--- src/rtl/gd_pkg.sv ---
// Shared widths, saturation limits, FSM states and saturation helper for the gradient-descent controller.
package gd_pkg;

    localparam int unsigned Q_W    = 16;        // Q8.8 coordinate width
    localparam int unsigned Z_W    = 32;        // Q24.8 function value width
    localparam int unsigned DIFF_W = Z_W + 1;   // signed difference of two Z values
    localparam int unsigned N_DIM  = 4;
    localparam int unsigned P_W    = 3;         // probe index 0..4
    localparam int unsigned LR_W   = 4;

    localparam logic signed [Q_W-1:0]    SAT_MAX   = 16'sh7FFF;
    localparam logic signed [Q_W-1:0]    SAT_MIN   = 16'sh8000;
    localparam logic signed [DIFF_W-1:0] SAT_MAX_W = DIFF_W'(SAT_MAX);
    localparam logic signed [DIFF_W-1:0] SAT_MIN_W = DIFF_W'(SAT_MIN);

    localparam logic [Q_W-1:0] H_STEP_DEFAULT = 16'h0040;

    typedef enum logic [2:0] {
        ST_IDLE,
        ST_LAUNCH,
        ST_WAIT_DONE,
        ST_WAIT_CLR,
        ST_UPDATE,
        ST_FINISH
    } state_t;

    // Clamp a wide signed value into the Q8.8 range.
    function automatic logic signed [Q_W-1:0] sat16(input logic signed [DIFF_W-1:0] v);
        logic signed [Q_W-1:0] r;
        if (v > SAT_MAX_W) begin
            r = SAT_MAX;
        end else if (v < SAT_MIN_W) begin
            r = SAT_MIN;
        end else begin
            r = v[Q_W-1:0];
        end
        return r;
    endfunction

endpackage

--- src/rtl/gd_update_unit.sv ---
// One-dimension gradient step: delta = sat16((z_k - z_0) >>> lr), x' = sat16(x - delta).
module gd_update_unit
    import gd_pkg::*;
(
    input  logic signed [Q_W-1:0]  i_x,
    input  logic signed [Z_W-1:0]  i_z_k,
    input  logic signed [Z_W-1:0]  i_z_0,
    input  logic        [LR_W-1:0] i_lr_shift,
    output logic signed [Q_W-1:0]  o_x_next_c,
    output logic                   o_delta_zero_c
);

    logic signed [DIFF_W-1:0] w_diff;
    logic signed [DIFF_W-1:0] w_shifted;
    logic signed [Q_W-1:0]    w_delta;
    logic signed [Q_W:0]      w_sub;

    // Finite-difference slope, scaled by the learning rate, then applied with saturation.
    always_comb begin
        w_diff         = DIFF_W'(i_z_k) - DIFF_W'(i_z_0);
        w_shifted      = w_diff >>> i_lr_shift;
        w_delta        = sat16(w_shifted);
        w_sub          = (Q_W+1)'(i_x) - (Q_W+1)'(w_delta);
        o_x_next_c     = sat16(DIFF_W'(w_sub));
        o_delta_zero_c = (w_delta == '0);
    end

endmodule

--- src/rtl/gd_controller.sv ---
// Gradient-descent controller: probes an external evaluator at x and x+h*e_k, then steps x downhill.
module gd_controller
    import gd_pkg::*;
#(
    parameter logic [Q_W-1:0] H_STEP = H_STEP_DEFAULT,
    parameter int unsigned    ITER_W = 8
) (
    input  logic                     clk,
    input  logic                     rst,
    input  logic                     start,
    input  logic signed [Q_W-1:0]    a_init,
    input  logic signed [Q_W-1:0]    b_init,
    input  logic signed [Q_W-1:0]    c_init,
    input  logic signed [Q_W-1:0]    d_init,
    input  logic        [LR_W-1:0]   lr_shift,
    input  logic        [ITER_W-1:0] max_iter,
    output logic                     eval_start,
    output logic signed [Q_W-1:0]    eval_a,
    output logic signed [Q_W-1:0]    eval_b,
    output logic signed [Q_W-1:0]    eval_c,
    output logic signed [Q_W-1:0]    eval_d,
    input  logic signed [Z_W-1:0]    eval_z,
    input  logic                     eval_done,
    input  logic                     eval_overflow,
    output logic signed [Q_W-1:0]    a_out,
    output logic signed [Q_W-1:0]    b_out,
    output logic signed [Q_W-1:0]    c_out,
    output logic signed [Q_W-1:0]    d_out,
    output logic signed [Z_W-1:0]    z_out,
    output logic        [ITER_W-1:0] iter_count,
    output logic                     busy,
    output logic                     done,
    output logic                     converged,
    output logic                     err
);

    state_t                  r_state;
    state_t                  w_state_next;
    logic signed [Q_W-1:0]   r_x      [N_DIM];
    logic signed [Q_W-1:0]   r_probe  [N_DIM];
    logic signed [Q_W-1:0]   w_probe  [N_DIM];
    logic signed [Q_W+1:0]   w_sum    [N_DIM];
    logic signed [Q_W-1:0]   w_x_next [N_DIM];
    logic        [N_DIM-1:0] w_delta_zero;
    logic                    w_all_zero;
    logic signed [Z_W-1:0]   r_z      [N_DIM+1];
    logic        [P_W-1:0]   r_p;
    logic        [LR_W-1:0]  r_lr;
    logic        [ITER_W-1:0] r_max;
    logic        [ITER_W-1:0] r_iter;
    logic                    r_eval_start;
    logic                    r_busy;
    logic                    r_done;
    logic                    r_conv;
    logic                    r_err;
    logic                    r_clr_seen;
    logic signed [Z_W-1:0]   r_z_out;

    // Probe point for the current index: base point, or one coordinate nudged up with saturation.
    always_comb begin
        for (int k = 0; k < N_DIM; k++) begin
            w_sum[k]   = (Q_W+2)'(r_x[k]) + (Q_W+2)'({1'b0, H_STEP});
            w_probe[k] = r_x[k];
            if (r_p == P_W'(k + 1)) begin
                if (w_sum[k] > (Q_W+2)'(SAT_MAX)) begin
                    w_probe[k] = SAT_MAX;
                end else begin
                    w_probe[k] = w_sum[k][Q_W-1:0];
                end
            end
        end
    end

    for (genvar k = 0; k < N_DIM; k++) begin : g_upd
        gd_update_unit u_upd (
            .i_x            (r_x[k]),
            .i_z_k          (r_z[k+1]),
            .i_z_0          (r_z[0]),
            .i_lr_shift     (r_lr),
            .o_x_next_c     (w_x_next[k]),
            .o_delta_zero_c (w_delta_zero[k])
        );
    end

    assign w_all_zero = &w_delta_zero;

    // State register.
    always_ff @(posedge clk) begin
        if (rst) begin
            r_state <= ST_IDLE;
        end else begin
            r_state <= w_state_next;
        end
    end

    // Next-state decode.
    always_comb begin
        w_state_next = r_state;
        case (r_state)
            ST_IDLE: begin
                if (start && r_clr_seen) begin
                    w_state_next = ST_LAUNCH;
                end
            end
            ST_LAUNCH: begin
                w_state_next = ST_WAIT_DONE;
            end
            ST_WAIT_DONE: begin
                if (eval_done) begin
                    w_state_next = ST_WAIT_CLR;
                end
            end
            ST_WAIT_CLR: begin
                if (!eval_done) begin
                    if (r_err) begin
                        w_state_next = ST_FINISH;
                    end else if ((r_p == '0) && (r_iter == r_max)) begin
                        w_state_next = ST_FINISH;
                    end else if (r_p == P_W'(N_DIM)) begin
                        w_state_next = ST_UPDATE;
                    end else begin
                        w_state_next = ST_LAUNCH;
                    end
                end
            end
            ST_UPDATE: begin
                if (w_all_zero || ((r_iter + ITER_W'(1)) == r_max)) begin
                    w_state_next = ST_FINISH;
                end else begin
                    w_state_next = ST_LAUNCH;
                end
            end
            ST_FINISH: begin
                if (!start) begin
                    w_state_next = ST_IDLE;
                end
            end
            default: begin
                w_state_next = ST_IDLE;
            end
        endcase
    end

    // Datapath and status registers, advanced alongside the state machine.
    always_ff @(posedge clk) begin
        if (rst) begin
            for (int k = 0; k < N_DIM; k++) begin
                r_x[k]     <= '0;
                r_probe[k] <= '0;
            end
            for (int j = 0; j <= N_DIM; j++) begin
                r_z[j] <= '0;
            end
            r_p          <= '0;
            r_lr         <= '0;
            r_max        <= '0;
            r_iter       <= '0;
            r_eval_start <= 1'b0;
            r_busy       <= 1'b0;
            r_done       <= 1'b0;
            r_conv       <= 1'b0;
            r_err        <= 1'b0;
            r_clr_seen   <= 1'b0;
            r_z_out      <= '0;
        end else begin
            if (!eval_done) begin
                r_clr_seen <= 1'b1;
            end
            case (r_state)
                ST_IDLE: begin
                    if (w_state_next == ST_LAUNCH) begin
                        r_x[0] <= a_init;
                        r_x[1] <= b_init;
                        r_x[2] <= c_init;
                        r_x[3] <= d_init;
                        r_lr   <= lr_shift;
                        r_max  <= max_iter;
                        r_iter <= '0;
                        r_p    <= '0;
                        r_busy <= 1'b1;
                        r_done <= 1'b0;
                        r_conv <= 1'b0;
                        r_err  <= 1'b0;
                    end
                end
                ST_LAUNCH: begin
                    for (int k = 0; k < N_DIM; k++) begin
                        r_probe[k] <= w_probe[k];
                    end
                    r_eval_start <= 1'b1;
                end
                ST_WAIT_DONE: begin
                    if (eval_done) begin
                        r_eval_start <= 1'b0;
                        if (eval_overflow) begin
                            r_err <= 1'b1;
                        end else begin
                            for (int j = 0; j <= N_DIM; j++) begin
                                if (r_p == P_W'(j)) begin
                                    r_z[j] <= eval_z;
                                end
                            end
                            if (r_p == '0) begin
                                r_z_out <= eval_z;
                            end
                        end
                    end
                end
                ST_WAIT_CLR: begin
                    if (w_state_next == ST_LAUNCH) begin
                        r_p <= r_p + P_W'(1);
                    end
                end
                ST_UPDATE: begin
                    for (int k = 0; k < N_DIM; k++) begin
                        r_x[k] <= w_x_next[k];
                    end
                    r_iter <= r_iter + ITER_W'(1);
                    r_p    <= '0;
                    if (w_all_zero) begin
                        r_conv <= 1'b1;
                    end
                end
                ST_FINISH: begin
                    if (w_state_next == ST_IDLE) begin
                        r_done <= 1'b0;
                        r_conv <= 1'b0;
                        r_err  <= 1'b0;
                    end
                end
                default: begin
                end
            endcase
            if ((w_state_next == ST_FINISH) && (r_state != ST_FINISH)) begin
                r_busy <= 1'b0;
                r_done <= 1'b1;
            end
        end
    end

    assign eval_start = r_eval_start;
    assign eval_a     = r_probe[0];
    assign eval_b     = r_probe[1];
    assign eval_c     = r_probe[2];
    assign eval_d     = r_probe[3];
    assign a_out      = r_x[0];
    assign b_out      = r_x[1];
    assign c_out      = r_x[2];
    assign d_out      = r_x[3];
    assign z_out      = r_z_out;
    assign iter_count = r_iter;
    assign busy       = r_busy;
    assign done       = r_done;
    assign converged  = r_conv;
    assign err        = r_err;

endmodule
--- config.mk ---
export PLATFORM = sky130hd
export DESIGN_NAME = gd_controller
export DESIGN_NICKNAME = d
export VERILOG_FILES = /design/src/rtl/gd_pkg.sv /design/src/rtl/gd_update_unit.sv /design/src/rtl/gd_controller.sv
export SDC_FILE = /design/constraint.sdc
export NUM_CORES = 1
export LEC_CHECK = 0
export ABC_CLOCK_PERIOD_IN_PS = 12100
export BUFFER_PORTS_ARGS = -buffer_cell sky130_fd_sc_hd__buf_2
export CAP_MARGIN = 20
export CORE_MARGIN = 1.5
export CORE_UTILIZATION = 34
export CTS_CLUSTER_DIAMETER = 30
export CTS_CLUSTER_SIZE = 28
export DETAILED_ROUTE_END_ITERATION = 12
export MAX_ROUTING_LAYER = met4
export PLACE_DENSITY = 0.56
export REMOVE_ABC_BUFFERS = 1
export SYNTH_ARGS = -nofsm -noshare
export SYNTH_HDL_FRONTEND = slang
export SYNTH_SLANG_ARGS = --single-unit
--- constraint.sdc ---
create_clock -name clk -period 12.1 [get_ports clk]
set_input_delay 3.025 -clock clk [delete_from_list [all_inputs] [get_ports clk]]
set_output_delay 3.025 -clock clk [all_outputs]
set_load 0.03 [all_outputs]
==> results of run 1 <==
[worst reg2reg max path: cells and delay by family, from the launching register on]
| family | cells | cell delay [ns] |
|---|---|---|
| XOR/XNOR | 1 | 0.33 |
| AO/OA/AOI/OAI | 26 | 7.31 |
| AND/OR/NAND/NOR | 4 | 1.25 |
| adder cells (fa/ha/maj) | 3 | 1.01 |
| flip-flops | 1 | 0.45 |
[flip-flops by register name, summed over array words and instances, names as in the netlist, 3 cells and up]
signal / cells
r_probe: 64
r_lr: 4
r_max: 8
r_z: 160
r_p: 3
r_state: 3
iter_count: 8
z_out: 32
r_x: 64
[power by group through the flow]
stage / Combinational (mW) / Sequential, mW / Clock, mW
floorplan: 1.18 / 1.52 / 0
global placement: 1.82 / 1.47 / 0
detailed placement: 1.82 / 1.47 / 0
CTS: 1.83 / 1.45 / 2.54
global route: 2.01 / 1.45 / 2.60
finish: 1.87 / 1.45 / 2.51
[layout make-up]
cell class | count | share of cell area
multi-input cells | 3348 | 0.565
clock buffers | 94 | 0.0581
well taps | 1287 | 0.0407
inverters | 174 | 0.0166
flip-flops and latches | 352 | 0.251
clock inverters | 76 | 0.0228
repair buffers | 334 | 0.0453
diodes | 10 | 0.000632
[per-layer routing]
layer | up-vias | wire length, um | GRT usage
li1 | 16000 | - | -
met1 | 16500 | 62000 | 0.361
met2 | 1477 | 64100 | 0.433
met3 | 282 | 10400 | 0.0462
met4 | 0 | 4530 | 0.0923
met5 | - | 0 | -
[cells in the final DEF (no fill, tap or decap), types with 46 or more instances in the layout]
cell type and count:
mux2i_1 122, inv_1 169, ha_1 204, a21o_1 109
a211oi_1 84, a21oi_1 345, nand4_1 50, o211ai_1 61
xnor2_1 84, nor2_1 370, nand3_1 79, o21ai_0 244
o21a_1 50, a31oi_1 59, nand2_1 439, and3_1 54
edfxtp_1 288, nor2b_1 46, clkbuf_16 91, buf_4 49
buf_2 285, dfxtp_1 60, and2_1 79, nor3_1 116
xor2_1 47
[Yosys cell counts, types with 15 or more instances]
cell | instances | area, um2
a2111oi_0 | 17 | 149
a211o_1 | 33 | 289
a211oi_1 | 84 | 631
a21o_1 | 109 | 818
a21oi_1 | 345 | 1730
a22oi_1 | 40 | 300
a311oi_1 | 26 | 228
a31oi_1 | 59 | 369
and2_1 | 79 | 494
and3_1 | 54 | 338
buf_1 | 36 | 135
buf_2 | 20 | 100
clkbuf_1 | 175 | 657
dfxtp_1 | 64 | 1280
edfxtp_1 | 288 | 8650
ha_1 | 204 | 2550
inv_1 | 171 | 642
mux2_2 | 35 | 394
mux2i_1 | 122 | 1220
mux4_2 | 25 | 563
nand2_1 | 439 | 1650
nand2b_1 | 37 | 231
nand3_1 | 80 | 400
nand4_1 | 50 | 313
nor2_1 | 371 | 1390
nor2b_1 | 46 | 288
nor3_1 | 118 | 591
nor4_1 | 36 | 225
o211a_1 | 15 | 150
o211ai_1 | 61 | 458
o21a_1 | 50 | 375
o21ai_0 | 245 | 1230
o21ai_1 | 24 | 120
o21bai_1 | 19 | 143
o221ai_1 | 18 | 158
o22ai_1 | 23 | 144
o31ai_1 | 24 | 180
or3_1 | 27 | 169
xnor2_1 | 84 | 736
xor2_1 | 47 | 412
[cell families (layout without fill, tap and decap cells)]
logic type | count (synthesis) | after routing | share of synthesized area
mux | 182 | 182 | 0.0645
fa+ha+maj | 213 | 213 | 0.0806
flops | 352 | 352 | 0.294
other cells | 0 | 10 | 0
simple gates | 1433 | 1433 | 0.204
xor+xnor | 132 | 132 | 0.0344
buf+inv | 407 | 678 | 0.0461
compound gates | 1388 | 1388 | 0.277
[worst max-delay path by stage]
stage / startpoint / to / slack [ns] / cells past startpoint
final: r_z[0][0] / r_x[0][3] / 1.59 / 34
after global routing: r_z[0][0] / r_x[0][8] / 0.77 / 34
after CTS: r_z[0][0] / r_x[0][13] / 1.90 / 37
after detailed placement: r_z[0][0] / r_x[0][13] / 2.00 / 37
after global placement: r_z[0][0] / r_x[0][13] / 2.27 / 37
after floorplan: r_lr[0] / r_x[0][13] / -2.29 / 27
==> results by group, run 1 <==
Timing
  • Final hold violation count: 0
  • Fin crit period: approximately 11 ns
  • Final WS setup: 1.59 ns
  • Final Skew: 0.0393 ns
  • # setup viols final: 0
  • RSZ-0062 raised after global routing: no
  • Fmax: 95.1 MHz
  • Rel. slew slack: 0.241
  • Setup total negative slack: 0 ns
  • Slew @ Worst Pin: approximately 1.1 ns
  • WHS: 0.451 ns
  • Max-slew violations: 0
  • Final Cycle Share: 0.869

Setup path
  • Crit Path Class: flip-flop to flip-flop
  • Most Frequent Cell on Critical Path: o21ai_0
  • CP max-delay cell: o31ai_2
  • Critical path peak fanout: 16
  • Worst r2r path cells: 34
  • Required @ worst endpoint: 12.63 ns
  • Crit path max-delay family: compound AO/OA/AOI/OAI gates
  • Delay of the slowest cell on the worst path: 0.85 ns
  • Worst flop-to-flop path startpoint: r_z[0][0]
  • Reg2reg end: r_x[0][3]
  • Bufs and invs on worst path: 0
  • CP endpoint kind: flip-flop
  • R2r setup slk: 1.59 ns
  • Worst Path Arrival: between 10 and 15 ns
  • Startpoint Class: flip-flop

Yosys
  • Post-synth EDFFs: 288
  • Count of cell types in the netlist: 111
  • Yosys warns: 0
  • Main synth FF type: edfxtp_1
  • Asr flop ratio synth: 0
  • Mapped Cells: ~4,100
  • Synthesized area: 0.0338 mm2
  • Sequential-to-total area share from yosys stat: 0.294
  • Synthesized area per cell: 8.23 um2
  • Flops & latches, synth: approximately 350

Placed design
  • Placed insts: 5,494
  • DP Wirelength: roughly 110 mm
  • Dpl ws: 2.00 ns
  • I/O Buffers: roughly 290
  • Cell Area, Placed: ~0.036 mm2
  • Gpl congestion: 1.00

GRT
  • Largest net degree at the start of global routing: 66
  • Vias in the first global route: 32,500
  • GRT Util Overall: 0.276
  • First-pass GRT wire length: slightly above 200 mm
  • Total grt overflow: 0
  • Antenna violations before repair: 10

Job
  • Max cap viols: 0

Pwr
  • Pwr dens: 147 mW/mm2
  • Logic pwr share: 0.322
  • Cell Int Power: 3.66 mW
  • Power consumption: ~6 mW
  • Psw: about 2.2 mW
  • Sw frac: 0.372
  • Static Leakage: 16.4 nW
  • Sequential power share: 0.248
  • Worst VDD drop: 0.141 mV
  • Part of the power in the clock network: 0.430

Clock network
  • CTS Buf Count: 91
  • Post-CTS Setup Inserts: 0
  • H-tree depth: 3
  • Clock sink total: 352
  • CTS tree: built
  • Clock tree buffer depth: 3
  • Hold Buf Count CTS: 0
  • Post-cts sizing count: 0
  • Skew-Pair Late Insertion Delay: approximately 0.69 ns
  • CTS root buf: clkbuf_16
  • Clk slew on worst S/H paths: 0.04 ns

Floorplanning
  • Starting density of the core: 0.343
  • I/O Pins: 286
  • Row count: 115
  • Die Width: ~320 um
  • Core area: 0.0984 mm2
  • DIE HEIGHT: 318 um
  • DIE AREA: about 0.1 mm2

Finish
  • Layout cell share with drive strength beyond 1: 0.146
  • Area Overhead vs Synth: 17.1%
  • Final instance count without filler cells: 5,675
  • Register Area: 0.00994 mm2
  • Multi-input gate area: 0.0223 mm2
  • Final core occ: 0.402
  • Fillers: 10,200
  • Post-route cell area: 0.0396 mm2
  • Final nets: 4,626

Min path
  • Endpoint, Worst Hold: z_out[5]
  • Worst Min Path Start: z_out[5]
  • Worst hold-check path type: flip-flop to flip-flop
  • Min-Delay Path Depth: 2

Route
  • DR DRC count: 0
  • Initial drt markers: 3,401
  • Avg WL per Cell: 24.8 um
  • Pre-antenna DRT Iters: 6
  • Post-DR vias/cell: slightly above 6
  • Final wirelength: ~140 mm
  • Via count: 34,300
  • DRT antenna net count: 0

Run status
  • Run status: complete, no violations
(Power assumes the default switching activity.)
==> inputs of run 2 (changes only) <==
--- a/config.mk
+++ b/config.mk
@@ -8,13 +8,12 @@
 export ABC_CLOCK_PERIOD_IN_PS = 12100
 export BUFFER_PORTS_ARGS = -buffer_cell sky130_fd_sc_hd__buf_2
 export CAP_MARGIN = 20
-export CORE_MARGIN = 1.5
-export CORE_UTILIZATION = 34
+export CORE_UTILIZATION = 30
 export CTS_CLUSTER_DIAMETER = 30
 export CTS_CLUSTER_SIZE = 28
 export DETAILED_ROUTE_END_ITERATION = 12
 export MAX_ROUTING_LAYER = met4
-export PLACE_DENSITY = 0.56
+export PLACE_DENSITY = 0.52
 export REMOVE_ABC_BUFFERS = 1
 export SYNTH_ARGS = -nofsm -noshare
 export SYNTH_HDL_FRONTEND = slang
==> results by group, run 2 (synthesized netlist as in run 1, its figures left out) <==
Pwr
  • Logic pwr share: 0.314
  • Cell Int Power: 3.83 mW
  • Static Leakage: approximately 17 nW
  • Pwr dens: between 150 and 200 mW/mm2
  • Sw frac: 0.367
  • Part of the power in the clock network: 0.447
  • Worst VDD drop: around 0.1 mV
  • Sequential power share: 0.239
  • Psw: approximately 2.2 mW

Finish
  • Commonest non-fill, non-tap cell in the layout: nand2_1
  • Largest register FFs: 160
  • Most frequent cells in the layout: nand2_1 (439), nor2_1 (370), a21oi_1 (345)
  • Final nets: 4,633
  • Layout cell share with drive strength beyond 1: 0.149
  • Reg with most FFs: r_z
  • Post-route cell area: between 0.04 and 0.05 mm2
  • Largest regs: r_z x160, r_probe x64, r_x x64
  • Final core occ: 0.361
  • Fillers: approximately 12,000
  • Area Overhead vs Synth: 18.8%

Clock network
  • Post-CTS Setup Inserts: 0
  • Post-cts sizing count: 0
  • Clock sink total: 352
  • Clock tree buffer depth: 3
  • CTS root buf: clkbuf_16
  • Skew-Pair Late Insertion Delay: ~0.7 ns
  • CTS Buf Count: 100
  • Clk slew on worst S/H paths: roughly 0.05 ns
  • H-tree depth: 3
  • Hold Buf Count CTS: 0
  • CTS tree: built

Placed design
  • Gpl congestion: around 1.0
  • I/O Buffers: 285
  • DP Wirelength: 113 mm
  • Cell Area, Placed: 0.0366 mm2

Setup path
  • Most Frequent Cell on Critical Path: o21ai_0
  • Bufs and invs on worst path: 0
  • Worst flop-to-flop path startpoint: r_z[0][0]
  • Critical path peak fanout: 16
  • Delay of the slowest cell on the worst path: 0.86 ns
  • Required @ worst endpoint: 12.66 ns
  • R2r setup slk: between 1.5 and 2 ns
  • CP endpoint kind: flip-flop
  • Crit Path Class: flip-flop to flip-flop
  • Crit path from: r_z[0][0]
  • Reg2reg end: r_x[0][9]
  • CP max-delay cell: a2111oi_0
  • Startpoint Class: flip-flop
  • Crit path to: r_x[0][9]
  • Worst Path Arrival: 11.09 ns
  • Worst r2r path cells: 35
  • CP Depth: 35
  • Crit path max-delay family: compound AO/OA/AOI/OAI gates

Run status
  • Run status: complete, no violations

Route
  • Avg WL per Cell: 24.5 um
  • DR DRC count: 0
  • Initial drt markers: around 3,700
  • Final wirelength: about 140 mm
  • Via count: 34,400
  • Post-DR vias/cell: 5.84
  • Pre-antenna DRT Iters: 7
  • DRT antenna net count: 0

Timing
  • Slew @ Worst Pin: 1.22 ns
  • Fin crit period: ~11 ns
  • Fmax: 95.0 MHz
  • Final Skew: about 0.045 ns
  • Final hold violation count: 0
  • Max-slew violations: 0
  • Final Cycle Share: 0.870
  • # setup viols final: 0
  • RSZ-0062 raised after global routing: no
  • Rel. slew slack: 0.181

Floorplanning
  • Core area: 0.111 mm2
  • I/O Pins: 286
  • Die Width: 338 um
  • Row count: 122
  • DIE AREA: 0.114 mm2
  • DIE HEIGHT: roughly 340 um
  • Starting density of the core: 0.304

Job
  • Max cap viols: 0

Min path
  • Worst hold-check path type: flip-flop to flip-flop

GRT
  • Antenna violations before repair: 7
  • First-pass GRT wire length: 211 mm
  • Largest net degree at the start of global routing: 70
  • Vias in the first global route: 32,600
  • Total grt overflow: 0
  • GRT Util Overall: 0.253
-- run 2: layer usage --
| layer | up-vias | wire length, um | GRT usage |
|---|---|---|---|
| li1 | 16000 | - | - |
| met1 | 16700 | 63300 | 0.336 |
| met2 | 1511 | 66300 | 0.393 |
| met3 | 221 | 11400 | 0.0482 |
| met4 | 0 | 3290 | 0.0675 |
| met5 | - | 0 | - |
-- run 2: tightest hold or removal path: stages, from the launching register on --
cell and delay, ns:
dfxtp_1 0.30, nand2_1 0.05, a21oi_1 0.05
-- run 2: layout make-up --
class	instances	area, um2	share of cell area
clock inverter	81	971	0.0242
antenna	7	17.5	0.000437
inverter	174	658	0.0164
sequential	352	9940	0.248
multi-input combinational	3348	22300	0.557
clock buffer	106	2540	0.0634
tap	1488	1860	0.0464
timing repair buffer	332	1790	0.0445
-- run 2: power by group through the flow --
stage	Combinational (mW)	Sequential (mW)	Clock, mW
floorplan	1.18	1.52	0
global placement	1.85	1.47	0
detailed placement	1.84	1.47	0
CTS	1.86	1.45	2.74
global route	2.04	1.45	2.81
finish	1.90	1.45	2.71
-- run 2: how the worst min path moves through the flow --
stage / cells after the start / slack [ns] / to / from
finish: 2 / 0.45 / z_out[9] / z_out[9]
global route: 2 / 0.46 / z_out[0] / z_out[0]
CTS: 2 / 0.45 / z_out[9] / z_out[9]
detailed placement: 2 / 0.44 / z_out[9] / z_out[9]
global placement: 2 / 0.44 / z_out[29] / z_out[29]
floorplan: 1 / 0.44 / r_clr_seen / r_clr_seen
-- run 2: through the flow --
step	setup slack [ns]	total power, mW	hold WS [ns]	std cells	TNS [ns]
3_3_place_gp	2.02	3.32	0.440	5691	0
3_5_place_dp	2.00	3.31	0.443	5692	0
2_1_floorplan	-2.29	2.71	0.441	3874	-120.69
4_1_cts	1.93	6.04	0.449	5879	0
6_report	1.57	6.06	0.447	5888	0
5_1_grt	0.784	6.31	0.464	5885	0
